--- src/rtl/sevenseg_pkg.sv ---
// ============================================================================
//  Module      : sevenseg_pkg
//  Description : Shared 7-segment definitions: segment order, hex pattern
//                table, capture FSM states and pattern-to-nibble decoder.
//  Revision    : 1.0 - initial release
// ============================================================================
`default_nettype none

package sevenseg_pkg;

    // Segment bit positions within a GFE_DCBA pattern; DP sits just above G.
    localparam int c_seg_a  = 0;
    localparam int c_seg_g  = 6;
    localparam int c_seg_dp = c_seg_g + 1;

    localparam logic [6:0] c_blank_pattern = 7'h00;

    localparam logic [6:0] c_seg_table [16] = '{
        7'h3F, 7'h06, 7'h5B, 7'h4F, 7'h66, 7'h6D, 7'h7D, 7'h07,
        7'h7F, 7'h6F, 7'h77, 7'h7C, 7'h39, 7'h5E, 7'h79, 7'h71
    };

    typedef enum logic [1:0] {
        BLANK  = 2'd0,
        SETTLE = 2'd1,
        HOLD   = 2'd2
    } state_t;

    // Returns {hit, nibble}; hit is 0 when the pattern is not a hex glyph.
    function automatic logic [4:0] seg_to_nibble(input logic [6:0] pattern);
        logic [4:0] result;
        result = 5'b0;
        for (int i = 0; i < 16; i++) begin
            if (pattern == c_seg_table[i]) begin
                result = {1'b1, 4'(i)};
            end
        end
        return result;
    endfunction

endpackage

`default_nettype wire

--- src/rtl/sync_2ff.sv ---
// ============================================================================
//  Module      : sync_2ff
//  Description : Width-parameterised two-flop synchroniser, async reset.
//  Revision    : 1.0 - initial release
// ============================================================================
`default_nettype none

module sync_2ff #(
    parameter int WIDTH = 1
) (
    input  logic             clk,
    input  logic             rst_n,
    input  logic [WIDTH-1:0] d,
    output logic [WIDTH-1:0] q
);

    logic [WIDTH-1:0] r_meta;
    logic [WIDTH-1:0] r_sync;

    always_ff @(posedge clk or negedge rst_n) begin
        if (!rst_n) begin
            r_meta <= '0;
            r_sync <= '0;
        end else begin
            r_meta <= d;
            r_sync <= r_meta;
        end
    end

    assign q = r_sync;

endmodule

`default_nettype wire

--- src/rtl/sevenseg_capture.sv ---
// ============================================================================
//  Module      : sevenseg_capture
//  Description : Samples a multiplexed 7-segment bus, waits for a stable
//                window, decodes each digit back to hex and flags bad glyphs.
//                Optional decimal-point capture: define SEVENSEG_CAP_DP_EN.
//  Revision    : 1.0 - initial release
// ============================================================================
`default_nettype none

module sevenseg_capture
    import sevenseg_pkg::*;
#(
    parameter int NUM_DIGITS     = 4,
    parameter int STABLE_CYCLES  = 8,
    parameter bit SEG_ACTIVE_LOW = 1'b1
) (
    input  logic                    clk_i,
    input  logic                    rst_ni,
`ifdef SEVENSEG_CAP_DP_EN
    input  logic [c_seg_dp:0]       seg_i,
`else
    input  logic [c_seg_dp-1:0]     seg_i,
`endif
    input  logic [NUM_DIGITS-1:0]   dig_en_i,
    input  logic                    clear_i,
    output logic [4*NUM_DIGITS-1:0] digits_o,
    output logic [NUM_DIGITS-1:0]   digit_valid_o,
    output logic [NUM_DIGITS-1:0]   err_o,
`ifdef SEVENSEG_CAP_DP_EN
    output logic [NUM_DIGITS-1:0]   dp_o,
`endif
    output logic                    frame_done_o
);

`ifdef SEVENSEG_CAP_DP_EN
    localparam int SEG_W = c_seg_dp + 1;
`else
    localparam int SEG_W = c_seg_dp;
`endif
    localparam int S_W   = SEG_W + NUM_DIGITS;
    localparam int CNT_W = $clog2(STABLE_CYCLES);
    // The capture edge is the one that moves the counter onto STABLE_CYCLES-1.
    localparam logic [CNT_W-1:0] c_cnt_pre_capture = CNT_W'(STABLE_CYCLES - 2);

    logic [S_W-1:0]          w_sync;
    logic [S_W-1:0]          w_sample;
    logic [S_W-1:0]          r_sample_prev;
    logic [SEG_W-1:0]        w_seg;
    logic [NUM_DIGITS-1:0]   w_dig;
    logic                    w_changed;
    logic                    w_onehot;
    logic                    w_capture;
    logic                    w_blank;
    logic [4:0]              w_decoded;
    logic [NUM_DIGITS-1:0]   w_mask_next;

    state_t                  r_state;
    logic [CNT_W-1:0]        r_cnt;
    logic [4*NUM_DIGITS-1:0] r_digits;
    logic [NUM_DIGITS-1:0]   r_valid;
    logic [NUM_DIGITS-1:0]   r_err;
    logic [NUM_DIGITS-1:0]   r_mask;
    logic                    r_frame_done;
`ifdef SEVENSEG_CAP_DP_EN
    logic [NUM_DIGITS-1:0]   r_dp;
`endif

    sync_2ff #(
        .WIDTH (S_W)
    ) u_sync (
        .clk   (clk_i),
        .rst_n (rst_ni),
        .d     ({seg_i, dig_en_i}),
        .q     (w_sync)
    );

    assign w_sample  = SEG_ACTIVE_LOW ? ~w_sync : w_sync;
    assign w_seg     = w_sample[S_W-1 -: SEG_W];
    assign w_dig     = w_sample[NUM_DIGITS-1:0];
    assign w_changed = (w_sample != r_sample_prev);
    assign w_onehot  = (w_dig != '0) && ((w_dig & (w_dig - NUM_DIGITS'(1))) == '0);
    assign w_decoded = seg_to_nibble(w_seg[c_seg_g:c_seg_a]);
    assign w_blank   = (w_seg[c_seg_g:c_seg_a] == c_blank_pattern);
    assign w_capture = (r_state == SETTLE) && !w_changed && (r_cnt == c_cnt_pre_capture);
    assign w_mask_next = r_mask | w_dig;

    always_ff @(posedge clk_i or negedge rst_ni) begin
        if (!rst_ni) begin
            r_state       <= BLANK;
            r_cnt         <= '0;
            r_sample_prev <= '0;
        end else begin
            r_sample_prev <= w_sample;
            case (r_state)
                BLANK: begin
                    r_cnt <= '0;
                    if (w_onehot) begin
                        r_state <= SETTLE;
                    end
                end
                SETTLE: begin
                    if (w_changed) begin
                        r_cnt   <= '0;
                        r_state <= w_onehot ? SETTLE : BLANK;
                    end else begin
                        r_cnt <= r_cnt + CNT_W'(1);
                        if (r_cnt == c_cnt_pre_capture) begin
                            r_state <= HOLD;
                        end
                    end
                end
                HOLD: begin
                    if (w_changed) begin
                        r_cnt   <= '0;
                        r_state <= w_onehot ? SETTLE : BLANK;
                    end
                end
                default: begin
                    r_state <= BLANK;
                    r_cnt   <= '0;
                end
            endcase
        end
    end

    // Clear wins over a same-cycle capture; the FSM keeps running regardless.
    always_ff @(posedge clk_i or negedge rst_ni) begin
        if (!rst_ni) begin
            r_digits     <= '0;
            r_valid      <= '0;
            r_err        <= '0;
            r_mask       <= '0;
            r_frame_done <= 1'b0;
`ifdef SEVENSEG_CAP_DP_EN
            r_dp         <= '0;
`endif
        end else if (clear_i) begin
            r_digits     <= '0;
            r_valid      <= '0;
            r_err        <= '0;
            r_mask       <= '0;
            r_frame_done <= 1'b0;
`ifdef SEVENSEG_CAP_DP_EN
            r_dp         <= '0;
`endif
        end else begin
            r_frame_done <= 1'b0;
            if (w_capture) begin
                for (int k = 0; k < NUM_DIGITS; k++) begin
                    if (w_dig[k]) begin
                        if (w_decoded[4]) begin
                            r_digits[4*k +: 4] <= w_decoded[3:0];
                            r_valid[k]         <= 1'b1;
                        end else if (w_blank) begin
                            r_valid[k] <= 1'b0;
                        end else begin
                            r_err[k] <= 1'b1;
                        end
`ifdef SEVENSEG_CAP_DP_EN
                        r_dp[k] <= w_seg[c_seg_dp];
`endif
                    end
                end
                if (&w_mask_next) begin
                    r_frame_done <= 1'b1;
                    r_mask       <= '0;
                end else begin
                    r_mask <= w_mask_next;
                end
            end
        end
    end

    assign digits_o      = r_digits;
    assign digit_valid_o = r_valid;
    assign err_o         = r_err;
    assign frame_done_o  = r_frame_done;
`ifdef SEVENSEG_CAP_DP_EN
    assign dp_o          = r_dp;
`endif

endmodule

`default_nettype wire

--- config.mk ---
export PLATFORM = sky130hd
export DESIGN_NAME = sevenseg_capture
export DESIGN_NICKNAME = d
export VERILOG_FILES = /design/src/rtl/sevenseg_pkg.sv /design/src/rtl/sync_2ff.sv /design/src/rtl/sevenseg_capture.sv
export SDC_FILE = /design/constraint.sdc
export NUM_CORES = 1
export LEC_CHECK = 0
export ABC_AREA = 1
export BUFFER_PORTS_ARGS = -buffer_cell sky130_fd_sc_hd__buf_2
export CAP_MARGIN = 10
export CORE_MARGIN = 2
export CORE_UTILIZATION = 40
export DETAILED_ROUTE_END_ITERATION = 16
export HOLD_SLACK_MARGIN = 0.02
export PLACE_DENSITY = 0.73
export SETUP_SLACK_MARGIN = 0.02
export SYNTH_ARGS = -nofsm -noshare
export SYNTH_HDL_FRONTEND = slang
export SYNTH_SLANG_ARGS = --single-unit
--- constraint.sdc ---
create_clock -name clk_i -period 1.76 [get_ports clk_i]
set_clock_uncertainty 0.05 [all_clocks]
set_input_delay 0.352 -clock clk_i [delete_from_list [all_inputs] [get_ports clk_i]]
set_output_delay 0.352 -clock clk_i [all_outputs]
set_load 0.005 [all_outputs]
==> results of run 1 <==
## registers in the layout (all words and copies together), names as in the netlist
signal         cells
digits_o          16
r_sample_prev     11
u_sync.q          11
u_sync.r_meta     11
digit_valid_o      4
err_o              4
r_mask             4
r_cnt              3
r_state            2
frame_done_o       1
## timing repair
action / 4_1_cts / 5_1_grt
pin swaps: 17 / 11
gates cloned: 1 / 0
gates resized for setup: 50 / 37
setup buffers: 1 / 5
hold endpoints to repair: 67 / 0
setup endpoints to repair: 34 / 34
hold buffers: 1 / 0
## power by group
part	internal (uW)	switching [uW]	total, uW
combinational	225	350	575
clock	534	567	1100
sequential	1630	67.4	1700
total	2390	985	3370
## layout make-up
type | count | area, sq um
fillers | 690 | 3329
flip-flops and latches | 67 | 1684
multi-input cells | 278 | 1526
repair buffers | 94 | 648.1
inverters | 41 | 163.9
clock buffers | 10 | 137.6
well taps | 102 | 127.6
clock inverters | 5 | 30.03
## worst paths after layout
check,from,end,slack (ns),depth (start not counted)
max,u_sync.q[8],digits_o[14],-0.04,10
min,seg_i[4],u_sync.r_meta[8],0.07,1
max reg2reg,u_sync.q[8],digits_o[14],-0.04,10
min reg2reg,u_sync.r_meta[2],u_sync.q[2],0.30,0
max in group asynchronous,rst_ni,u_sync.q[1],0.83,3
min in group asynchronous,rst_ni,r_cnt[0],0.52,3
## worst reg2reg max path, delay by kind of cell, from the launching register on
| kind | cells | cell delay (ns) |
|---|---|---|
| flops | 1 | 0.48 |
| buf+inv | 2 | 0.27 |
| simple gates | 8 | 0.93 |
## metal layers
metal  vias up  track usage, %  wire (microns)
met2        53           31.51            3794
met1      1353           23.57            3306
li1       1417               -               -
met3         6           3.580             260
met5         -               0               0
met4         0           5.846              57
## kinds of logic after synthesis
group	share of synthesized area, %
AOI/OAI and AO/OA	3.396
xor gates and xnor gates	1.119
adders and majority gates	0.7989
buffers and inverters	5.953
DFF	53.54
and+or+nand+nor	35.20
## metrics by stage
stage	cells	power, uW	utilization [%]
3_3_place_gp	574	2189	49.66
6_report	597	3371	56.46
3_5_place_dp	574	2205	49.66
2_1_floorplan	389	2004	-
4_1_cts	592	3358	54.50
5_1_grt	597	3574	56.46
## layout by cell type (no fill, tap or decap), types with 2 or more instances in the layout
cell        synthesis  layout
nand3_1            17       6
nand4_4             1       2
xor2_2              0       2
nand4_1             9       9
nand2_1           156     142
nand2_2             4      17
dfrtp_1            67      61
inv_1              31      30
inv_4               0       2
clkinvlp_4          0       2
buf_6               0       6
clkbuf_8            0      10
dfrtp_2             0       6
nand3_2             1      11
nor2_1             45      25
nor3_1             10       7
nor2_2              4      15
o21ai_1             0       3
o21ai_0             5       2
buf_2               1      38
clkinv_2            0       3
inv_2              10       8
ha_1                2       2
buf_4               0      48
nor3_2              0       2
a21oi_1             3       3
nor2_4              2      11
o21bai_1            4       4
nand2_4             3       5
==> flow_summary_export.csv, run 1 <==
group,metric,value,unit
critical_path,cp_slowest_cell,"dfrtp_2",
synth,seq_area_frac_synth,53.54,%
drt,wl_per_cell,12.43,microns
critical_path,crit_required,1.98,ns
outcome,status,"complete, but fails checks",
placed_design,placed_cell_area,3797,sq um
critical_path,cp_slowest_stage_delay,0.48,ns
timing,min_period_over_period,102.2,%
critical_path,critical_path.max_fanout,7,
drt,drc,0,
floorplan,core_area,7647,sq um
synth,yosys.area.top_type,"dfrtp_1",
timing,fmax,556.0,MHz
power,ir_drop,0.5293,mV
drt,drt_iter0_drc,163,
timing,rsz0062_at_grt,"yes",
floorplan,die_h,92.49,microns
floorplan,start_util,40.95,%
power,pwr_density_cell,780.7,nW/um^2
critical_path,critPathTopFamily,"simple AND/OR/NAND/NOR gates",
placed_design,io_buffers,38,
timing,tightest_slew,0.4473,ns
timing,slew_viol_final,0,
clocking,insertion_delay,0.33,ns
drt,dr.pass1.iters,4,
clocking,cts-root-buf,"clkbuf_8",
synth,synth_commonest_cells,"nand2_1 (156), dfrtp_1 (67), nor2_1 (45), inv_1 (31), nand3_1 (17)",
timing,slew_headroom,70.15,%
grt,grt_pass1_vias,2767,
drt,wl,7419,microns
clocking,htree_levels,3,
timing,setup_tns,-0.3795,ns
clocking,cts_buffer_depth,2,
placed_design,gp_congestion,0.8358,
grt,grt_usage,18.42,%
synth,synth_fp_nets,405,
final_layout,finish.instance_area,4318,sq um
clocking,clock_sinks,67,
synth,netlist_area,3132,sq um
critical_path,path_buf_inv,2,
critical_path,path_cells,"buf_6 -> nor3_2 -> nand2_1 -> nand3_2 -> nor2_4 -> nand4_4 -> clkinv_4 -> nor2_4 -> nand2_1 -> nand2_1",
clocking,cts_tree,"yes",
min_path,min_path_type,"input port to flop",
clocking,cts_buffers,9,
drt,via_per_inst,4.739,
placed_design,dpl.hpwl,5238,microns
flow_run,max-cap-violations,0,
grt,antenna_found_initial,0,
grt,overflow,0,
synth,syn_avg_cell_area,8.051,sq um
timing,hold_viol,0,
grt,grt_max_degree,68,
synth,async_reset_ff_share,100.0,%
timing,setup_viol,23,
synth,synth.most_common_cell,"nand2_1",
timing,whs,0.07247,ns
floorplan,die_w,92.49,microns
critical_path,end_kind,"flop",
floorplan,boundaryPins,39,
grt,grt_first_pass_wirelength,12450,microns
final_layout,fin_nets,507,
critical_path,critPathLaunchType,"flop",
synth,yosys_register_bits,67,
floorplan,die_area,8553,sq um
critical_path,crit_top_cell,"nand2_1",
drt,detail-route-antenna-nets,0,
floorplan,rows,32,
synth,yosysWarnings,0,
final_layout,area_growth,37.87,%
synth,syn_inst,389,
outcome,violations,"negative setup slack",
critical_path,crit_arrival,2.02,ns
final_layout,drive_above_1_share,38.99,%
drt,routed-via-count,2829,
synth,synth_cell_types,29,
synth,synth_ff_type,"dfrtp_1",
timing,period_needed,1.799,ns
clocking,clk_pin_slew,0.07,ns
synth,ys_top_cells_by_area,"dfrtp_1 (54%), nand2_1 (19%), nor2_1 (5.4%), inv_1 (3.7%), nand3_1 (2.7%)",
synth,synth_top_area_share,53.54,%
synth,synth-edff-count,0,
critical_path,critical_path_class,"flop to flop",
power,p_leak,0.002358,uW
final_layout,antenna_cells,0,
timing,layout_setup_ws,-0.03851,ns
placed_design,pre_cts_ws,-0.1900,ns
(Power assumes the default switching activity.)
==> run 2, diff against run 1 <==
ABC_AREA = not set   (was 1)
==> run 2 against run 1 <==
Against the previous run: die area grew 2.9%; global-route usage grew 1.3 points; non-clock buffer count grew 21; total power grew 4.7%; highest routed layer unchanged; first-iteration DRC count grew 15%; setup slack lost 0.41 ns; largest cell class is now multi-input gates; via count shrank 3.9%; the run still ends with negative setup slack left; combinational power shrank 19%; critical path depth shrank 3.
==> flow_summary_export.csv, run 2 <==
group,metric,value,unit
floorplan,die_w,93.80,microns
final_layout,drive_above_1_share,51.75,%
final_layout,seq_area,1682,sq um
flow_run,max-cap-violations,0,
synth,synth_cell_types,59,
final_layout,antenna_cells,0,
placed_design,gp_congestion,0.9316,
timing,layout_setup_ws,-0.4439,ns
grt,antenna_found_initial,0,
timing,period_needed,2.204,ns
min_path,min_path_type,"input port to flop",
synth,syn_inst,289,
min_path,hold_path_depth,1,
clocking,clk_pin_slew,0.08,ns
critical_path,crit_top_cell,"buf_4",
clocking,htree_levels,3,
synth,async_reset_ff_share,100.0,%
grt,grt_pass1_vias,2694,
drt,dr.pass1.iters,4,
timing,whs,0.04663,ns
timing,min_period_over_period,125.2,%
critical_path,critPathTopFamily,"compound AO/OA/AOI/OAI gates",
power,clkPwrFrac,41.2,%
outcome,violations,"negative setup slack",
synth,synth_top_area_share,51.98,%
synth,yosys.area.top_type,"dfrtp_1",
power,pwr_density_cell,748.7,nW/um^2
synth,syn_avg_cell_area,11.16,sq um
synth,synth-edff-count,0,
timing,hold_viol,0,
critical_path,cp_slowest_cell,"or4b_4",
floorplan,rows,32,
outcome,status,"complete, but fails checks",
final_layout,layout_commonest_cell,"dfrtp_1",
synth,synth_fp_nets,305,
power,p_comb_share,13.1,%
floorplan,core_area,7767,sq um
clocking,cts_tree,"yes",
synth,yosys_register_bits,67,
drt,detail-route-antenna-nets,0,
drt,drc,0,
critical_path,cp_slowest_stage_delay,0.53,ns
final_layout,finish.instance_area,4716,sq um
critical_path,crit_cells,7,
synth,yosysWarnings,0,
grt,grt_usage,19.71,%
power,p_seq_share,45.7,%
critical_path,path_buf_inv,2,
synth,ys_top_cells_by_area,"dfrtp_1 (52%), nor2_1 (3.6%), xnor2_1 (3.5%), a21oi_1 (2.8%), a211oi_2 (2.3%)",
placed_design,placed_cell_area,3939,sq um
min_path,holdPathEnd,"u_sync.r_meta[6]",
drt,drt_iter0_drc,188,
final_layout,final_cell_mix,"dfrtp_1 (63), buf_4 (56), buf_2 (39), nor2_1 (25), inv_1 (17)",
critical_path,crit_arrival,2.38,ns
power,finalPower,3531,uW
final_layout,num-fill-cells,608,
timing,tightest_slew,0.5258,ns
final_layout,fin_nets,411,
critical_path,regToRegEndpoint,"digits_o[15]",
critical_path,critPathLaunchType,"flop",
power,switchingPower,929.7,uW
clocking,cts-root-buf,"clkbuf_8",
synth,synth.most_common_cell,"dfrtp_1",
grt,overflow,0,
floorplan,die_area,8798,sq um
clocking,cts_buffers,9,
critical_path,end_kind,"flop",
power,internal_power,2601,uW
min_path,hold_start,"seg_i[2]",
placed_design,dp.cells,463,
critical_path,critical_path_class,"flop to flop",
final_layout,largest_reg_flops,16,
synth,netlist_area,3226,sq um
timing,slew_viol_final,0,
timing,fmax,453.7,MHz
timing,rsz0062_at_grt,"yes",
placed_design,pre_cts_ws,-0.4171,ns
critical_path,r2r_slack,-0.44,ns
clocking,clock_sinks,67,
clocking,insertion_delay,0.36,ns
critical_path,path_cells,"buf_4 -> or4b_4 -> o22ai_4 -> a221oi_4 -> buf_4 -> a311oi_2 -> o32ai_2",
power,ir_drop,0.8089,mV
final_layout,area_growth,46.20,%
drt,via_per_inst,5.416,
power,p_leak,0.002135,uW
drt,routed-via-count,2719,
drt,wl,8273,microns
critical_path,crit-reg2reg-launch,"u_sync.q[4]",
placed_design,dpl.hpwl,5049,microns
clocking,cts_buffer_depth,2,
drt,wl_per_cell,16.48,microns
final_layout,stdcell_count,502,
critical_path,crit_required,1.94,ns
floorplan,die_h,93.80,microns
timing,slew_headroom,64.70,%
placed_design,io_buffers,38,
synth,synth_commonest_cells,"dfrtp_1 (67), nor2_1 (31), a21oi_1 (18), inv_1 (17), xnor2_1 (13)",
floorplan,start_util,41.53,%
grt,grt_max_degree,54,
timing,setup_viol,34,
floorplan,boundaryPins,39,
critical_path,critical_path.max_fanout,6,
power,switching_share,26.33,%
synth,synth_ff_type,"dfrtp_1",
critical_path,rr_worst_depth,7,
grt,grt_first_pass_wirelength,13210,microns
final_layout,multi_input_area,1742,sq um
synth,seq_area_frac_synth,51.98,%
## run 2: cell count changes after synthesis, sizes merged, moves of 7 or more
| cell | previous run | this run |
|---|---|---|
| a21oi | 3 | 18 |
| nand2b | 0 | 9 |
| inv | 41 | 17 |
| nand3 | 18 | 2 |
| buf | 2 | 15 |
| nor3 | 10 | 3 |
| a211oi | 0 | 13 |
| nand2 | 163 | 5 |
| nor2 | 51 | 31 |
| xnor2 | 1 | 14 |
## run 2: worst max path at each step
stage                startpoint           end  slack (ns)
global route        u_sync.q[4]  digits_o[15]       -0.50
CTS                 u_sync.q[7]   digits_o[7]       -0.36
global placement    u_sync.q[4]  digits_o[11]       -0.32
detailed placement  u_sync.q[4]   digits_o[7]       -0.42
floorplan           u_sync.q[4]   digits_o[0]       -0.14
finish              u_sync.q[4]  digits_o[15]       -0.44
## run 2: layout make-up
cell class,instances,area share (%)
clock inverters,7,2.096
multi-input cells,185,36.93
repair buffers,115,18.63
well taps,102,2.706
clock buffers,9,2.627
flip-flops and latches,67,35.66
inverters,17,1.353
## run 2: per-layer routing
| layer | wire length (microns) | GRT usage (%) | vias up |
|---|---|---|---|
| met5 | 0 | 0 | - |
| met4 | 162 | 5.435 | 0 |
| li1 | - | - | 1271 |
| met1 | 3693 | 26.03 | 1341 |
| met3 | 414 | 6.180 | 18 |
| met2 | 4003 | 31.43 | 89 |
## run 2: kinds of logic after synthesis
kind of cell	count (synthesis)	synth area share (%)
simple gates	94	19.39
compound gates	72	16.91
flops	67	51.98
buf+inv	37	5.935
xor+xnor	14	4.034
fa+ha+maj	3	1.125
mux	2	0.6207
## run 2: power groups by stage
| stage | clock network, uW | logic (uW) | registers [uW] |
|---|---|---|---|
| 4_1_cts | 1480 | 410 | 1610 |
| 5_1_grt | 1530 | 495 | 1620 |
| 3_5_place_dp | 0 | 355 | 1640 |
| 3_3_place_gp | 0 | 348 | 1640 |
| 6_report | 1450 | 463 | 1610 |
| 2_1_floorplan | 0 | 218 | 1630 |
## run 2: metrics by stage
| step | utilization (%) | setup TNS [ns] |
|---|---|---|
| finish | 60.71 | -9.552 |
| global route | 60.71 | -12.58 |
| CTS | 57.88 | -7.680 |
| detailed placement | 50.71 | -9.226 |
| global placement | 50.71 | -8.203 |
| floorplan | - | -2.750 |
## run 2: what timing repair did
item	4_1_cts	5_1_grt
hold buffers	1	1
cloned	0	1
pin swaps	31	12
endpoints found under the setup margin	34	34
resized for setup	55	30
hold endpoints to repair	14	1
setup buffers	17	5
==> run 3, diff against run 2 <==
CTS_BUF_LIST = sky130_fd_sc_hd__clkbuf_4   (was not set)
==> run 3 against run 2 <==
Against the previous run: the flow still finishes with violations (negative setup slack); utilization is 0.13 points higher; sequential cell count is the same; critical path depth is 1 higher; critical endpoint is now digits_o[14].
==> flow_summary_export.csv, run 3 (synthesis gave the netlist of run 2 again) <==
group,metric,value,unit
min_path,min_path_type,"flop to flop",
power,pwr_density_cell,693.3,nW/um^2
final_layout,antenna_cells,0,
outcome,status,"complete, but fails checks",
timing,slew_viol_final,0,
placed_design,dpl.hpwl,5049,microns
clocking,cts_buffers,9,
final_layout,layout_commonest_cell,"dfrtp_1",
drt,routed-via-count,2767,
grt,grt_first_pass_wirelength,13200,microns
grt,grt_busiest_layer,"met2",
floorplan,start_util,41.53,%
grt,grtUsageMet3,4.494,%
critical_path,end_kind,"flop",
final_layout,largest_reg_flops,16,
grt,met2_usage,31.37,%
drt,detail-route-antenna-nets,0,
final_layout,area_growth,46.51,%
power,ir_drop,0.5319,mV
timing,layout_setup_ws,-0.4328,ns
drt,dr.pass1.iters,4,
drt,via_per_inst,5.415,
min_path,hold_start,"u_sync.r_meta[7]",
grt,antenna_found_initial,0,
floorplan,die_h,93.80,microns
final_layout,fin_nets,420,
power,p_leak,0.002131,uW
final_layout,finish.instance_area,4726,sq um
timing,hold_viol,0,
timing,slew_headroom,65.28,%
outcome,violations,"negative setup slack",
clocking,cts-root-buf,"clkbuf_4",
final_layout,final_cell_mix,"dfrtp_1 (61), buf_4 (48), buf_2 (38), nor2_1 (26), buf_6 (20)",
clocking,htree_levels,3,
min_path,holdPathEnd,"u_sync.q[7]",
timing,tightest_slew,0.5207,ns
critical_path,critical_path_class,"flop to flop",
critical_path,r2r_slack,-0.43,ns
timing,min_period_over_period,124.6,%
clocking,insertion_delay,0.42,ns
drt,wl,8262,microns
floorplan,die_area,8798,sq um
critical_path,rr_worst_depth,8,
critical_path,crit-reg2reg-launch,"u_sync.q[4]",
drt,drt_iter0_drc,145,
clocking,clock_sinks,67,
critical_path,critical_path.max_fanout,8,
timing,fmax,456.0,MHz
drt,drc,0,
clocking,clk_pin_slew,0.12,ns
final_layout,drive_above_1_share,47.92,%
grt,grt_usage,19.44,%
grt,overflow,0,
critical_path,crit_arrival,2.44,ns
timing,setup_viol,34,
drt,wl_per_cell,16.17,microns
flow_run,max-cap-violations,0,
min_path,hold_path_depth,0,
clocking,cts_tree,"yes",
critical_path,crit_required,2.00,ns
placed_design,io_buffers,38,
floorplan,boundaryPins,39,
floorplan,rows,32,
floorplan,die_w,93.80,microns
grt,grt_max_degree,54,
timing,whs,0.3039,ns
grt,grt_pass1_vias,2728,
grt,groute.layer.met1.usage,25.79,%
placed_design,gp_congestion,0.9316,
critical_path,regToRegEndpoint,"digits_o[14]",
critical_path,critPathLaunchType,"flop",
floorplan,core_area,7767,sq um
timing,rsz0062_at_grt,"yes",
timing,period_needed,2.193,ns
placed_design,placed_cell_area,3939,sq um
clocking,cts_buffer_depth,2,
==> run 3: cell types whose count changed in the layout (fill, tap and decap cells not counted), moves of 2 or more <==
| cell | delta |
|---|---|
| buf_6 | +6 |
| and4_4 | -2 |
| nor4b_1 | +2 |
| dfrtp_2 | +2 |
| clkbuf_4 | +9 |
| buf_4 | -8 |
| dlygate4sd3_1 | +10 |
| a211oi_1 | +2 |
| o31ai_2 | -2 |
| clkbuf_8 | -9 |
| dfrtp_1 | -2 |
| a211oi_2 | -2 |
==> run 3: cell type report <==
type                    count  area (sq um)
clock buffers               9         67.56
well taps                 102         127.6
repair buffers            124          1006
flip-flops and latches     67          1684
inverters                  17         63.81
multi-input cells         185          1678
clock inverters             7         98.84
fillers                   599          3042
==> run 3: power by group <==
part | leakage, uW | internal, uW | switching [uW]
Combinational | 0.00119 | 236 | 244
Sequential | 0.000853 | 1580 | 35.8
Clock | 0.0000869 | 585 | 595
Total | 0.00213 | 2400 | 875
==> run 3: repair_timing <==
| item | in CTS | in global routing |
|---|---|---|
| buffers inserted | 11 | 10 |
| hold buffers | 12 | 0 |
| pin swaps | 10 | 15 |
| resized for setup | 44 | 36 |
| endpoints found under the hold margin | 25 | 0 |
| gates cloned | 0 | 1 |
| endpoints found under the setup margin | 34 | 34 |
==> run 3: how the worst max path moves through the flow <==
stage | start | end | slack, ns | cells after the start
3_3_place_gp | u_sync.q[4] | digits_o[11] | -0.32 | 6
2_1_floorplan | u_sync.q[4] | digits_o[0] | -0.14 | 7
5_1_grt | u_sync.q[4] | digits_o[14] | -0.51 | 8
4_1_cts | u_sync.q[4] | err_o[1] | -0.32 | 8
6_report | u_sync.q[4] | digits_o[14] | -0.43 | 8
3_5_place_dp | u_sync.q[4] | digits_o[7] | -0.42 | 6
==> run 3: critical path, stage by stage (launching register included) <==
cell       delay, ns
dfrtp_2         0.48
buf_6           0.14
or4b_4          0.52
o22ai_2         0.11
o211ai_1        0.22
buf_4           0.21
nand3_4         0.09
clkbuf_16       0.17
a211oi_1        0.07
==> run 3: stage by stage <==
stage	total power (uW)	cells	utilization (%)	TNS (ns)	setup WS, ns
2_1_floorplan	1845	289	-	-2.750	-0.1361
3_3_place_gp	1988	463	50.71	-8.203	-0.3245
4_1_cts	3249	502	57.91	-8.229	-0.3197
3_5_place_dp	1995	463	50.71	-9.226	-0.4171
5_1_grt	3414	511	60.84	-14.20	-0.5055
6_report	3276	511	60.84	-11.38	-0.4328
==> run 3: metal layers <==
metal  routed length [microns]  share of wire [%]  vias to the layer above
met5                         0                  0                        -
met4                       138                1.7                        0
met3                       514                6.2                       14
met2                      4179                 51                      114
met1                      3429                 42                     1343
li1                          -                  -                     1296
